<file path="src/rtl/dsp_mac_pipe.sv">
// Four-stage pre-add / multiply / post-add MAC pipeline with accumulate and overflow flag.
// Data and valid advance together under a single clock enable.
module dsp_mac_pipe #(
    parameter int A_W = 18,
    parameter int B_W = 18,
    parameter int C_W = 48,
    parameter int P_W = 48
) (
    input  logic           clk,
    input  logic           rst_n,
    input  logic           ce,
    input  logic           in_valid,
    input  logic [A_W-1:0] a,
    input  logic [B_W-1:0] b,
    input  logic [B_W-1:0] d,
    input  logic [C_W-1:0] c,
    input  logic [2:0]     opmode,
    input  logic           acc_clr,
    output logic           out_valid,
    output logic [P_W-1:0] p,
    output logic           ovf
);

    localparam int PRE_W = B_W + 1;
    localparam int M_W   = A_W + B_W + 1;
    localparam int S_W   = P_W + 1;

    function automatic logic signed [PRE_W-1:0] pre_add(
        input logic signed [B_W-1:0] dv,
        input logic signed [B_W-1:0] bv,
        input logic                  sub
    );
        logic signed [PRE_W-1:0] de;
        logic signed [PRE_W-1:0] be;
        de = PRE_W'(dv);
        be = PRE_W'(bv);
        return sub ? (de - be) : (de + be);
    endfunction

    function automatic logic signed [M_W-1:0] mul_full(
        input logic signed [A_W-1:0]   av,
        input logic signed [PRE_W-1:0] pv
    );
        return M_W'(av) * M_W'(pv);
    endfunction

    // The extra top bit of the unwrapped sum disagrees with the kept sign bit on overflow.
    function automatic logic wrap_ovf(input logic signed [S_W-1:0] s);
        return s[S_W-1] != s[S_W-2];
    endfunction

    logic signed [A_W-1:0]   a_p0, a_p1;
    logic signed [B_W-1:0]   b_p0, d_p0;
    logic signed [C_W-1:0]   c_p0, c_p1, c_p2;
    logic        [2:0]       op_p0;
    logic        [2:1]       op_p1, op_p2;
    logic                    clr_p0, clr_p1, clr_p2;
    logic                    vld_p0, vld_p1, vld_p2;
    logic signed [PRE_W-1:0] pre_p1;
    logic signed [M_W-1:0]   m_p2;

    logic signed [P_W-1:0]   addend;
    logic signed [S_W-1:0]   sum_full;

    // Accumulation reads p directly, so back-to-back accumulates need no forwarding.
    always_comb begin
        addend = P_W'(c_p2);
        if (op_p2[2]) begin
            addend = clr_p2 ? '0 : $signed(p);
        end
        if (op_p2[1]) begin
            sum_full = S_W'(addend) - S_W'(m_p2);
        end else begin
            sum_full = S_W'(addend) + S_W'(m_p2);
        end
    end

    always_ff @(posedge clk or negedge rst_n) begin
        if (!rst_n) begin
            a_p0      <= '0;
            b_p0      <= '0;
            d_p0      <= '0;
            c_p0      <= '0;
            op_p0     <= '0;
            clr_p0    <= 1'b0;
            vld_p0    <= 1'b0;
            a_p1      <= '0;
            c_p1      <= '0;
            pre_p1    <= '0;
            op_p1     <= '0;
            clr_p1    <= 1'b0;
            vld_p1    <= 1'b0;
            m_p2      <= '0;
            c_p2      <= '0;
            op_p2     <= '0;
            clr_p2    <= 1'b0;
            vld_p2    <= 1'b0;
            out_valid <= 1'b0;
            p         <= '0;
            ovf       <= 1'b0;
        end else if (ce) begin
            // stage 1: operand capture
            a_p0   <= a;
            b_p0   <= b;
            d_p0   <= d;
            c_p0   <= c;
            op_p0  <= opmode;
            clr_p0 <= acc_clr;
            vld_p0 <= in_valid;
            // stage 2: pre-adder
            a_p1   <= a_p0;
            c_p1   <= c_p0;
            pre_p1 <= pre_add(d_p0, b_p0, op_p0[0]);
            op_p1  <= op_p0[2:1];
            clr_p1 <= clr_p0;
            vld_p1 <= vld_p0;
            // stage 3: multiplier
            m_p2   <= mul_full(a_p1, pre_p1);
            c_p2   <= c_p1;
            op_p2  <= op_p1;
            clr_p2 <= clr_p1;
            vld_p2 <= vld_p1;
            // stage 4: post-adder / accumulator
            out_valid <= vld_p2;
            if (vld_p2) begin
                p   <= sum_full[P_W-1:0];
                ovf <= wrap_ovf(sum_full);
            end
        end
    end

endmodule
</file>
<file path="config.mk">
export PLATFORM = sky130hd
export DESIGN_NAME = dsp_mac_pipe
export DESIGN_NICKNAME = d
export VERILOG_FILES = /design/src/rtl/dsp_mac_pipe.sv
export SDC_FILE = /design/constraint.sdc
export NUM_CORES = 2
export LEC_CHECK = 0
export ABC_AREA = 1
export BUFFER_PORTS_ARGS = -buffer_cell sky130_fd_sc_hd__buf_2
export CAP_MARGIN = 15
export CORE_MARGIN = 2
export CORE_UTILIZATION = 44
export CTS_BUF_LIST = sky130_fd_sc_hd__clkbuf_4 sky130_fd_sc_hd__clkbuf_8 sky130_fd_sc_hd__clkbuf_16
export CTS_CLUSTER_SIZE = 8
export DETAILED_ROUTE_END_ITERATION = 8
export PLACE_DENSITY_LB_ADDON = 0.15
export SYNTH_ARGS = -nofsm -noshare
export SYNTH_HDL_FRONTEND = slang
export SYNTH_SLANG_ARGS = --single-unit
</file>
<file path="constraint.sdc">
create_clock -name clk -period 8.9 [get_ports clk]
set_clock_uncertainty 0.05 [all_clocks]
set_input_delay 0.445 -clock clk [delete_from_list [all_inputs] [get_ports clk]]
set_output_delay 0.445 -clock clk [all_outputs]
set_load 0.02 [all_outputs]
</file>
==> flow_summary.ini <==
[yosys]
synth_cell_types = 53
synth_nets = 4956
seq_area_frac_synth = 0.259
synth_edf_count = 0
syn_area_um2 = 32400
ys.flop_type = dfrtp_1
synthArstFlopShare = 1.00
synthCells = 4336
ys_ff_latch = 335
synth_warnings = 0
avgSynthCellArea_um2 = 7.48

[sta]
timing.setup.tns_ns = 0
finalMaxSlewViolations = 0
setup_viol = 0
grt_setup_unrepaired = false
hold-worst-slack_ns = 0.0194
period_needed_ns = 6.52
finalCritPeriodShare = 0.733
relSlewSlack = 0.267
finalWorstSetupSlack_ns = 2.38
finalHoldViolCount = 0
worstMarginPinSlew_ns = 1.09
fmax_mhz = 153

[die]
dieWidth_um = 275
die_y_um = 275
rows = 99
start_util = 0.444
io_pins = 160
dieArea_um2 = 75900
coreArea_um2 = 73000

[route]
drc = 0
route.vias.total = 27300
drt-vias-per-instance = 5.00
wl_per_cell_um = 17.6
ant_nets = 0
drt-total-wl_mm = 95.9
drtIter0Drc = 1957
firstDrtPassIters = 8

[clock_network]
numCtsBuffers = 49
clk_pin_slew_worst_paths_ns = 0.06
root_buffer = clkbuf_16
htree_levels = 2
cts_tree = yes
clock_latency_ns = 0.63
clock_sinks = 335
clk_path_buf_depth = 3

[setup_path]
cp.required_ns = 9.34
crit_arrival_ns = 6.97
worst-setup-path-type = flop to flop
critical_path_peak_fanout = 20
critPathLaunchType = flop
critPathCaptureType = flop

[cells_and_area]
final_common_cell = nand2_1
syn_to_final_growth_pct = 11.6
layout.cells.non_filler = 5451
final_cell_mix = 1351 x nand2_1, 898 x inv_1, 347 x fa_1, 334 x dfrtp_1, 243 x o21ai_0
nNetsFinal = 5101
drive_gt1_frac = 0.0715
n_fill_cell = 7313

[min_path]
worstHoldPathType = input port to flop

[grt]
grt_pass1_wl_mm = 152
grt_usage = 0.259
overflow = 0
grt_antenna_before_repair = 4
grt_pass1_vias = 27000
grt_max_degree = 182

[run_status]
run_status = completed

[place]
pre_cts_ws_ns = 2.32
hpwl_mm = 76.3
io_buffers = 159
dp_cells = 5309
routabilityCongestion = 0.975

[flow_run]
cap_viol_max_count = 0
==> flip-flops by register name (all words and copies together) (netlist names), 2 cells and up <==
register,count
c_p0,48
a_p0,18
pre_p1,19
d_p0,18
p,48
b_p0,18
a_p1,18
c_p1,48
op_p2,2
op_p0,3
m_p2,37
op_p1,2
c_p2,48
==> logic make-up after synthesis <==
group | after synthesis | share of synthesized area
AOI/OAI and AO/OA | 474 | 0.0808
xor gates and xnor gates | 97 | 0.0262
adders and majority gates | 510 | 0.277
buffers and inverters | 1073 | 0.125
DFF | 335 | 0.259
and+or+nand+nor | 1847 | 0.232
==> synth_stat cells (16+ instances only) <==
master	instances	area, µm²
nand4_1	31	194
nand2_1	1352	5070
o21ai_0	243	1220
nand3_1	154	771
inv_1	899	3370
xor2_1	60	526
nor2_1	214	803
a21oi_1	114	571
xnor2_1	37	324
o21ai_1	25	125
dfrtp_1	335	8380
ha_1	163	2040
nor3_1	18	90.1
buf_2	23	115
fa_1	347	6950
o22ai_1	16	100
clkbuf_1	128	480
o21bai_1	16	120
==> routing by layer <==
metal	vias to the layer above	wire (µm)	part of all wire	GRT usage
met4	4	1890	0.020	0.0523
met5	-	26	0.00027	0
met3	103	5710	0.059	0.0387
met2	658	43500	0.45	0.410
li1	13300	-	-	-
met1	13200	44800	0.47	0.378
==> what timing repair did <==
action / 4_1_cts / 5_1_grt
buffers inserted: 0 / 0
endpoints found under the hold margin: 184 / 1
hold buffers: 79 / 1
gates resized for setup: 0 / 0
==> area by class of cell <==
cell class	count	area, µm²	area share
Multi-Input combinational cell	2928	20000	0.552
Clock buffer	54	1280	0.0355
Tap cell	959	1200	0.0332
Sequential cell	335	8380	0.232
Antenna cell	2	5.00	0.000138
Inverter	908	3410	0.0944
Clock inverter	6	120	0.00332
Timing Repair Buffer	259	1780	0.0492
==> path summary, 6_finish.rpt <==
path | depth (start not counted) | startpoint | slack (ns) | to
min in group asynchronous | 2 | rst_n | 0.44 | p[26]
worst min-delay path | 3 | c[1] | 0.02 | c_p0[1]
max in group asynchronous | 4 | rst_n | 6.37 | a_p0[8]
worst max register to register | 22 | a_p1[3] | 2.38 | m_p2[33]
worst min register to register | 2 | c_p1[40] | 0.38 | c_p2[40]
worst max-delay path | 22 | a_p1[3] | 2.38 | m_p2[33]
==> metrics by stage <==
stage / area [µm²] / utilization
2_1_floorplan: 32400 / -
3_3_place_gp: 34000 / 0.465
3_5_place_dp: 34000 / 0.465
4_1_cts: 36100 / 0.495
5_1_grt: 36200 / 0.496
6_report: 36200 / 0.496
==> worst max-delay path, cell delays in order (launching register included) <==
cell and delay, ns:
dfrtp_1 0.81, nand2_1 0.28, fa_1 0.62, inv_1 0.16, fa_1 0.84, inv_1 0.16
fa_1 0.40, inv_1 0.08, fa_1 0.42, fa_1 0.50, inv_1 0.05, fa_1 0.53
inv_1 0.04, ha_1 0.37, nand2_1 0.07, inv_1 0.10, nand2_1 0.08, nor3_1 0.31
nand3_1 0.22, nand2_1 0.12, nand2_1 0.05, nand3_1 0.07, o21ai_0 0.09
Power is left out: the tool's default activity adds up to more than one toggle a clock period on the data nets, which glitch-free logic cannot reach.
